===== config.mk =====
export PLATFORM = sky130hd
export DESIGN_NAME = byte_chan_reader_flat
export DESIGN_NICKNAME = d
export VERILOG_FILES = /design/src/rtl/byte_chan_pkg.sv /design/src/rtl/byte_chan.sv /design/src/rtl/byte_fifo.sv /design/src/rtl/byte_chan_reader.sv /design/src/flat_wrapper.sv
export SDC_FILE = /design/constraint.sdc
export NUM_CORES = 1
export LEC_CHECK = 0
export ABC_AREA = 1
export ABC_CLOCK_PERIOD_IN_PS = 2500
export CORE_MARGIN = 4
export CORE_UTILIZATION = 52
export DETAILED_ROUTE_END_ITERATION = 8
export HOLD_SLACK_MARGIN = 0.12
export PLACE_DENSITY = 0.79
export RECOVER_POWER = 25
export SLEW_MARGIN = 20
export SYNTH_ARGS = -nofsm -noshare
export SYNTH_HDL_FRONTEND = slang
export SYNTH_SLANG_ARGS = --single-unit

===== constraint.sdc =====
create_clock -name clk -period 2.5 [get_ports clk]
set_clock_uncertainty 0.2 [all_clocks]
set_input_delay 0.5 -clock clk [delete_from_list [all_inputs] [get_ports clk]]
set_output_delay 0.5 -clock clk [all_outputs]
set_load 0.02 [all_outputs]

===== src/rtl/byte_chan_pkg.sv =====
// Shared byte type and width for the byte channel and its reader.
package byte_chan_pkg;

    typedef logic [7:0] byte_t;

    localparam int unsigned BYTE_W = $bits(byte_t);

endpackage


===== src/rtl/byte_chan.sv =====
// Byte channel: writer offers x/valid, reader answers with ready.
interface byte_chan;
    import byte_chan_pkg::*;

    byte_t x;
    logic  valid;
    logic  ready;

    modport writer (output x, output valid, input ready);
    modport reader (input x, input valid, output ready);

endinterface


===== src/rtl/byte_fifo.sv =====
// First-word fall-through byte FIFO; storage, pointers and occupancy.
module byte_fifo
    import byte_chan_pkg::*;
#(
    parameter int unsigned DEPTH = 4
) (
    input  logic                   clk,
    input  logic                   rst_n,
    input  logic                   clear,
    input  logic                   push,
    input  byte_t                  push_data,
    input  logic                   pop,
    output byte_t                  head_data,
    output logic [$clog2(DEPTH):0] level
);

    localparam int unsigned PTR_W = $clog2(DEPTH);
    localparam int unsigned LVL_W = PTR_W + 1;

    byte_t             mem_q [DEPTH];
    byte_t             mem_d [DEPTH];
    logic [PTR_W-1:0]  wr_ptr_q, wr_ptr_d;
    logic [PTR_W-1:0]  rd_ptr_q, rd_ptr_d;
    logic [LVL_W-1:0]  level_q, level_d;

    // Storage is qualified by pointers and level only, so it carries no reset.
    always_comb begin
        mem_d = mem_q;
        if (push && !clear) begin
            mem_d[wr_ptr_q] = push_data;
        end
    end

    always_ff @(posedge clk) begin
        mem_q <= mem_d;
    end

    // Pointers wrap naturally because DEPTH is a power of two.
    always_comb begin
        wr_ptr_d = wr_ptr_q;
        rd_ptr_d = rd_ptr_q;
        level_d  = level_q;
        if (clear) begin
            wr_ptr_d = '0;
            rd_ptr_d = '0;
            level_d  = '0;
        end else begin
            if (push) begin
                wr_ptr_d = wr_ptr_q + PTR_W'(1);
            end
            if (pop) begin
                rd_ptr_d = rd_ptr_q + PTR_W'(1);
            end
            case ({push, pop})
                2'b10:   level_d = level_q + LVL_W'(1);
                2'b01:   level_d = level_q - LVL_W'(1);
                default: level_d = level_q;
            endcase
        end
    end

    always_ff @(posedge clk or negedge rst_n) begin
        if (!rst_n) begin
            wr_ptr_q <= '0;
            rd_ptr_q <= '0;
            level_q  <= '0;
        end else begin
            wr_ptr_q <= wr_ptr_d;
            rd_ptr_q <= rd_ptr_d;
            level_q  <= level_d;
        end
    end

    assign head_data = mem_q[rd_ptr_q];
    assign level     = level_q;

endmodule


===== src/rtl/byte_chan_reader.sv =====
// Accepts bytes from a byte channel into a FIFO and keeps a running count and XOR checksum.
module byte_chan_reader
    import byte_chan_pkg::*;
#(
    parameter int unsigned DEPTH = 4,
    parameter int unsigned CNT_W = 16
) (
    input  logic                   clk,
    input  logic                   rst_n,
    byte_chan.reader               chan,
    input  logic                   clear,
    output byte_t                  out_data,
    output logic                   out_valid,
    input  logic                   out_ready,
    output logic [CNT_W-1:0]       count,
    output byte_t                  checksum,
    output logic [$clog2(DEPTH):0] level
);

    localparam int unsigned LVL_W = $clog2(DEPTH) + 1;

    logic [LVL_W-1:0] level_w;
    logic             ready_c;
    logic             push;
    logic             pop;
    logic [CNT_W-1:0] count_q, count_d;
    byte_t            checksum_q, checksum_d;

    // Ready is held low through reset so nothing is accepted while state is forced.
    assign ready_c    = rst_n && (level_w != LVL_W'(DEPTH)) && !clear;
    assign chan.ready = ready_c;
    assign push       = chan.valid && ready_c;
    assign out_valid  = (level_w != '0);
    assign pop        = out_valid && out_ready;

    byte_fifo #(
        .DEPTH (DEPTH)
    ) u_fifo (
        .clk       (clk),
        .rst_n     (rst_n),
        .clear     (clear),
        .push      (push),
        .push_data (chan.x),
        .pop       (pop),
        .head_data (out_data),
        .level     (level_w)
    );

    always_comb begin
        count_d    = count_q;
        checksum_d = checksum_q;
        if (clear) begin
            count_d    = '0;
            checksum_d = '0;
        end else if (push) begin
            count_d    = count_q + CNT_W'(1);
            checksum_d = checksum_q ^ chan.x;
        end
    end

    always_ff @(posedge clk or negedge rst_n) begin
        if (!rst_n) begin
            count_q    <= '0;
            checksum_q <= '0;
        end else begin
            count_q    <= count_d;
            checksum_q <= checksum_d;
        end
    end

    assign count    = count_q;
    assign checksum = checksum_q;
    assign level    = level_w;

endmodule


===== src/flat_wrapper.sv =====
// flat-port wrapper written by rule: the top's interface ports become plain ports
module byte_chan_reader_flat import byte_chan_pkg::*;
#(
    parameter int unsigned DEPTH = 4,
    parameter int unsigned CNT_W = 16
)
  (clk, rst_n, clear, out_data, out_valid, out_ready, count, checksum, level, chan_x, chan_valid, chan_ready);
  byte_chan chan_i ();
  input  logic clk;
  input  logic rst_n;
  input  logic clear;
  output byte_t out_data;
  output logic out_valid;
  input  logic out_ready;
  output logic [CNT_W-1:0] count;
  output byte_t checksum;
  output logic [$clog2(DEPTH):0] level;
  input wire logic [$bits(chan_i.x)-1:0] chan_x;
  input wire logic [$bits(chan_i.valid)-1:0] chan_valid;
  output wire logic [$bits(chan_i.ready)-1:0] chan_ready;
  assign chan_i.x = chan_x;
  assign chan_i.valid = chan_valid;
  assign chan_ready = chan_i.ready;
  byte_chan_reader #(.DEPTH(DEPTH), .CNT_W(CNT_W)) u_core (.clk(clk), .rst_n(rst_n), .chan(chan_i), .clear(clear), .out_data(out_data), .out_valid(out_valid), .out_ready(out_ready), .count(count), .checksum(checksum), .level(level));
endmodule

==> results of run 1 <==
## power breakdown
| part | switching (W) | internal [W] | leakage [nW] | total, W |
|---|---|---|---|---|
| registers | 0.0000228 | 0.00112 | 0.717 | 0.00114 |
| clock network | 0.000386 | 0.000348 | 0.0761 | 0.000734 |
| logic | 0.000195 | 0.000135 | 0.770 | 0.000329 |
## repair_timing
action	in CTS	in global routing
setup endpoints to repair	9	1
gates resized for setup	9	1
buffers inserted	0	0
## worst max-delay path by stage
| stage | from | end | slack, ps | cells past startpoint |
|---|---|---|---|---|
| 2_1_floorplan | u_core.u_fifo.level[1]$_DFFE_PN0P_ | u_core.u_fifo.level[2]$_DFFE_PN0P_ | 180 | 12 |
| 3_3_place_gp | rst_n | chan_ready | -60 | 6 |
| 3_5_place_dp | rst_n | u_core.u_fifo.level[2]$_DFFE_PN0P_ | -70 | 12 |
| 4_1_cts | u_core.u_fifo.rd_ptr_q[0]$_DFFE_PN0P_ | out_data[5] | 20 | 4 |
| 5_1_grt | u_core.u_fifo.level[0]$_DFFE_PN0P_ | u_core.u_fifo.level[2]$_DFFE_PN0P_ | 80 | 12 |
| 6_report | u_core.u_fifo.rd_ptr_q[0]$_DFFE_PN0P_ | out_data[1] | 200 | 5 |
## logic make-up after synthesis
family                     synth area share
AOI/OAI and AO/OA                     0.103
xor gates and xnor gates             0.0241
adders and majority gates            0.0284
buffers and inverters                0.0546
DFF                                   0.597
and+or+nand+nor                       0.193
## layer usage
layer	vias to the layer above	GRT usage
met5	-	0
met4	0	0.0899
met3	13	0.0605
met2	70	0.346
met1	1067	0.248
li1	1143	-
## state kept, by name, indices dropped and copies added, names as in the netlist
name                    flops
u_core.checksum             8
u_core.count               16
u_core.u_fifo.level         3
u_core.u_fifo.mem_q        32
u_core.u_fifo.rd_ptr_q      2
u_core.u_fifo.wr_ptr_q      2
## metrics by stage
stage           util  instances  power, W
2_1_floorplan      -        302   0.00134
3_3_place_gp   0.675        427   0.00150
3_5_place_dp   0.675        427   0.00151
4_1_cts        0.704        443   0.00223
5_1_grt        0.704        443   0.00230
6_report       0.704        443   0.00220
## critical path, stage by stage (launching register included)
cell and delay [ps]:
dfrtp_1 380, inv_1 130, buf_12 150, o21ai_0 80
o22ai_1 170, dlygate4sd2_1 360
## final cells by class
cell class | instances | share of cell area
flip-flops and latches | 63 | 0.468
clock buffers | 9 | 0.0334
inverters | 31 | 0.0314
clock inverters | 7 | 0.0108
multi-input cells | 201 | 0.273
repair buffers | 62 | 0.159
well taps | 70 | 0.0236
## synth_stat cells (all sizes together), types with 2 or more instances
cell / number / area (µm²)
xnor2: 7 / 61.3
nor2: 47 / 191
a21oi: 10 / 50.1
buf: 3 / 27.5
o31ai: 3 / 27.5
edfxtp: 32 / 961
clkbuf: 4 / 15.0
ha: 5 / 62.6
nand3: 14 / 75.1
o21ai: 33 / 165
dfrtp: 31 / 776
nand3b: 3 / 22.5
nor3b: 2 / 15.0
nand4: 4 / 25.0
o22ai: 9 / 56.3
nand2: 62 / 233
inv: 31 / 116
==> summary.txt, run 1 <==
Timing
  – Max-Slew Margin vs Limit: 0.485
  – Setup TNS Final: 0 ps
  – Minimum clock period after layout: ~2300 ps
  – Hold Worst Slack: around 270 ps
  – Final worst slack: between 200 and 250 ps
  – RSZ-0062 raised after global routing: false
  – F_max: 0.435 GHz
  – Final period util: 0.919
  – Final setup violation count: 0
  – Max-slew violations: 0
  – Hold Vio Cnt, Final: 0
  – Worst-margin pin slew: about 770 ps

Synthesis
  – Net Count, Synth: about 320
  – Post-Syn Area: just under 0.003 mm²
  – Netlist cell types: 26
  – Asr flop ratio synth: 0.492
  – EDFF count, synth: 32
  – Post-synthesis sequential area ratio: 0.597
  – Synth Warn #: 0
  – Synth Flop Type: edfxtp_1
  – Synth Register Bits: between 60 and 70
  – Syn_area_per_cell: roughly 9.6 µm²
  – Mapped Cells: around 300

Status
  – Outcome: finished, final reports clean

Hold path
  – Hold WC Path Type: reg -> reg
  – Hold worst-path end: u_core.checksum[5]$_DFFE_PN0P_
  – Cells on Worst Hold Path: 1
  – Worst Hold Launch: u_core.checksum[5]$_DFFE_PN0P_

Drt
  – Vias: 2293
  – Vias per cell: just over 5
  – M1 wire length: about 2.8 mm
  – WL/cell: ~15 µm
  – Top Layer Used: met4
  – Drt pass-1 iters: 4
  – 1st-iter DRT viols: 132
  – Wire length on met2: roughly 3.2 mm
  – Detailed-route DRC error count: 0
  – WL final: roughly 6.5 mm
  – Routed Antenna Nets: 0
  – Detailed route wirelength on metal3: 336 µm

Power
  – Leakage power total: 1.56 nW
  – Max VDD drop: ~0.38 mV
  – Pwr dens: 594 mW/mm²

Clocking
  – CTS tree: built
  – Hold_buf cts: 0
  – Skew-Pair Late Insertion Delay: about 330 ps
  – CTS Sinks: 63
  – Clock Pin Slew Worst Setup and Hold Paths: 70 ps
  – Max Buffers Root-to-Sink: 2
  – H-tree levels: 3
  – CTS root buf: clkbuf_8
  – CTS Buf Count: 9

Global routing
  – Gr usage total: 0.207
  – Antenna violations before repair: 0
  – Largest net degree at the start of global routing: 32
  – First-pass GRT wire length: between 10 and 15 mm
  – Vias in the first global route: about 2200
  – Global route overflow: 0

Final layout
  – Antenna cells: 0
  – Most frequent cells in the layout: nand2_1, nor2_1, clkdlybuf4s50_1, edfxtp_1, dfrtp_1
  – Area growth, synth to finish: 27.5%
  – Area of the multi-input gates: approximately 0.0010 mm²
  – Share of layout cells above drive strength 1: 0.0965
  – Final Cell Area: 0.00371 mm²
  – Layout fillers: 418
  – Sequential cell area: ~0.0017 mm²
  – Nets: 387
  – Leading cell type in the layout, fill and taps excluded: nand2_1

Die
  – Die width: 82.8 µm
  – Starting Density: 0.552
  – Die height: approximately 83 µm
  – Rows: 26
  – Core area: 0.00527 mm²
  – Num ports: 50
  – DIE AREA: just under 0.007 mm²

Setup path
  – Reg2reg start: u_core.u_fifo.level[0]$_DFFE_PN0P_
  – R2R setup slack: 240 ps
  – WP data arrival: approximately 1600 ps
  – Critical path type: reg -> out
  – CP required: ~1800 ps
  – Crit end category: output pin
  – Crit-path max FO: 15
  – CP Launch Type: flop
  – Worst-case reg-to-reg path depth: 12
  – Worst R2R End: u_core.u_fifo.level[2]$_DFFE_PN0P_

Flow run
  – Max cap viols: 0

Placed design
  – Buffers on Ports: between 40 and 50
  – Area after DPL: approximately 0.0036 mm²
  – Post-DP HPWL: 4.37 mm
  – GPL Wtd Cong: around 0.86
  – Worst slack at placement: -65.7 ps
(Power assumes the default switching activity.)
==> inputs of run 2 (changes only) <==
Settings changed: CELL_PAD_IN_SITES_DETAIL_PLACEMENT from default to 0, CELL_PAD_IN_SITES_GLOBAL_PLACEMENT from default to 1, CORE_UTILIZATION 52 to 40, PLACE_DENSITY 0.79 to default, PLACE_DENSITY_LB_ADDON from default to 0.1.
==> run 2 against run 1 <==
Sequential share of layout area fell by 1.5 points. First-iteration DRC count fell by 33%. Core utilization fell by 15 points. Combinational power barely moved. Global-route usage fell by 4.1 points. Highest routed layer unchanged.
==> summary.txt, run 2 (synthesized netlist as in run 1, its figures left out) <==
Final layout
  – Most frequent cells in the layout: nand2_1, nor2_1, edfxtp_1
  – Area growth, synth to finish: 31.7%
  – Number of flip-flops in the largest register: 32
  – Share of layout cells above drive strength 1: 0.116
  – Layout fillers: around 630
  – Nets: ~390
  – Largest Register: u_core.u_fifo.mem_q
  – Final Util: 0.552
  – Post-Layout Cell Count: between 400 and 500
  – Leading cell type in the layout, fill and taps excluded: nand2_1
  – Antenna cells: 0

Timing
  – Max-Slew Margin vs Limit: 0.456
  – Max-slew violations: 0
  – Hold Vio Cnt, Final: 0
  – RSZ-0062 raised after global routing: false
  – Minimum clock period after layout: 2400 ps
  – Final setup violation count: 0
  – Hold Worst Slack: around 280 ps
  – Worst-margin pin slew: between 800 and 900 ps
  – F_max: about 0.42 GHz
  – Final period util: 0.959

Setup path
  – Critical path, cell by cell: dlygate4sd3_1 > inv_1 > nor2_2 > nand2_1 > inv_1 > dlygate4sd2_1
  – Crit-path max FO: 2
  – Crit-path slowest cell: dlygate4sd3_1
  – Largest stage delay, worst path: slightly below 600 ps
  – CP required: between 1500 and 2000 ps
  – Most frequent cell on the critical path: inv_1
  – WP data arrival: roughly 1700 ps
  – Critical path type: in -> out
  – Crit end category: output pin
  – CP Launch Type: input port

Clocking
  – CTS Buf Count: 9
  – H-tree levels: 3
  – CTS root buf: clkbuf_8
  – CTS tree: built
  – CTS Sinks: 63
  – Clock Pin Slew Worst Setup and Hold Paths: roughly 70 ps
  – Max Buffers Root-to-Sink: 2
  – Skew-Pair Late Insertion Delay: roughly 340 ps

Global routing
  – Gr usage total: 0.165
  – Antenna violations before repair: 0
  – First-pass GRT wire length: 11.1 mm
  – Largest net degree at the start of global routing: 32
  – Global route overflow: 0
  – Vias in the first global route: 2221

Die
  – Core area: 0.00694 mm²
  – DIE AREA: approximately 0.0087 mm²
  – Num ports: 50
  – Rows: 30
  – Die height: 93.3 µm
  – Die width: a little over 90 µm
  – Starting Density: 0.419

Drt
  – Vias per cell: between 4 and 5
  – Detailed-route DRC error count: 0
  – WL final: between 6 and 7 mm
  – Routed Antenna Nets: 0
  – WL/cell: 13.8 µm
  – 1st-iter DRT viols: about 90
  – Drt pass-1 iters: 4
  – Vias: 2270

Placed design
  – Post-DP HPWL: 4.66 mm
  – Dpl cells: 459
  – Buffers on Ports: 49
  – GPL Wtd Cong: 0.759

Power
  – Pwr dens: approximately 650 mW/mm²
  – Max VDD drop: approximately 0.28 mV
  – Leakage power total: approximately 1.6 nW

Flow run
  – Max cap viols: 0

Hold path
  – Hold WC Path Type: reg -> reg

Status
  – Outcome: finished, final reports clean
## run 2: cell types whose count changed in the layout (fill, tap and decap cells not counted), moves of 2 or more
cell        delta
clkinv_2       -2
clkinvlp_4     -2
bufinv_16      +2
clkinv_1       -2
buf_4          +7
inv_6          +3
## run 2: where the power goes
part           switching (W)  leakage, nW  internal [W]
clock network       0.000440        0.111      0.000573
logic               0.000196        0.787      0.000136
registers          0.0000222        0.717       0.00112
total               0.000657         1.61       0.00183
## run 2: layout make-up
type | count | area, µm² | area share
Sequential cell | 63 | 1740 | 0.453
Multi-Input combinational cell | 201 | 1010 | 0.264
Timing Repair Buffer | 68 | 619 | 0.162
Clock buffer | 9 | 124 | 0.0323
Tap cell | 96 | 120 | 0.0313
Inverter | 31 | 116 | 0.0304
Clock inverter | 7 | 103 | 0.0268
## run 2: worst max-delay path, delay by kind of cell
| family | cells | cell delay (ps) |
|---|---|---|
| AND/OR/NAND/NOR | 2 | 170 |
| buffers and inverters | 4 | 1020 |
## run 2: routing by layer
layer  routed length (µm)  global-route usage
met2                 2970               0.245
met5                    0                   0
met4                   60              0.0549
met1                 3220               0.232
met3                  306              0.0483
## run 2: stage by stage
stage | cell area, µm² | setup WS (ps) | power [W] | TNS, ps
global route | 3830 | 19.0 | 0.00260 | 0
detailed placement | 3620 | -131 | 0.00151 | -247
global placement | 3620 | -154 | 0.00151 | -265
floorplan | 2910 | 177 | 0.00134 | 0
finish | 3830 | 103 | 0.00248 | 0
CTS | 3830 | 133 | 0.00251 | 0
## run 2: path summary, 6_finish.rpt
check | start | endpoint | slack, ps | cells after the start
worst max-delay path | rst_n | chan_ready | 100 | 6
worst min-delay path | u_core.checksum[5]$_DFFE_PN0P_ | u_core.checksum[5]$_DFFE_PN0P_ | 280 | 1
worst max register to register | u_core.u_fifo.level[1]$_DFFE_PN0P_ | u_core.u_fifo.level[2]$_DFFE_PN0P_ | 300 | 12
worst min register to register | u_core.checksum[5]$_DFFE_PN0P_ | u_core.checksum[5]$_DFFE_PN0P_ | 280 | 1
max in group asynchronous | rst_n | u_core.count[1]$_DFFE_PN0P_ | 910 | 2
min in group asynchronous | rst_n | u_core.u_fifo.level[0]$_DFFE_PN0P_ | 670 | 2
## run 2: repair_timing
action | in CTS | in global routing
buffers inserted | 0 | 0
setup endpoints to repair | 9 | 0
gates resized for setup | 10 | 0
hold buffers | 0 | 0
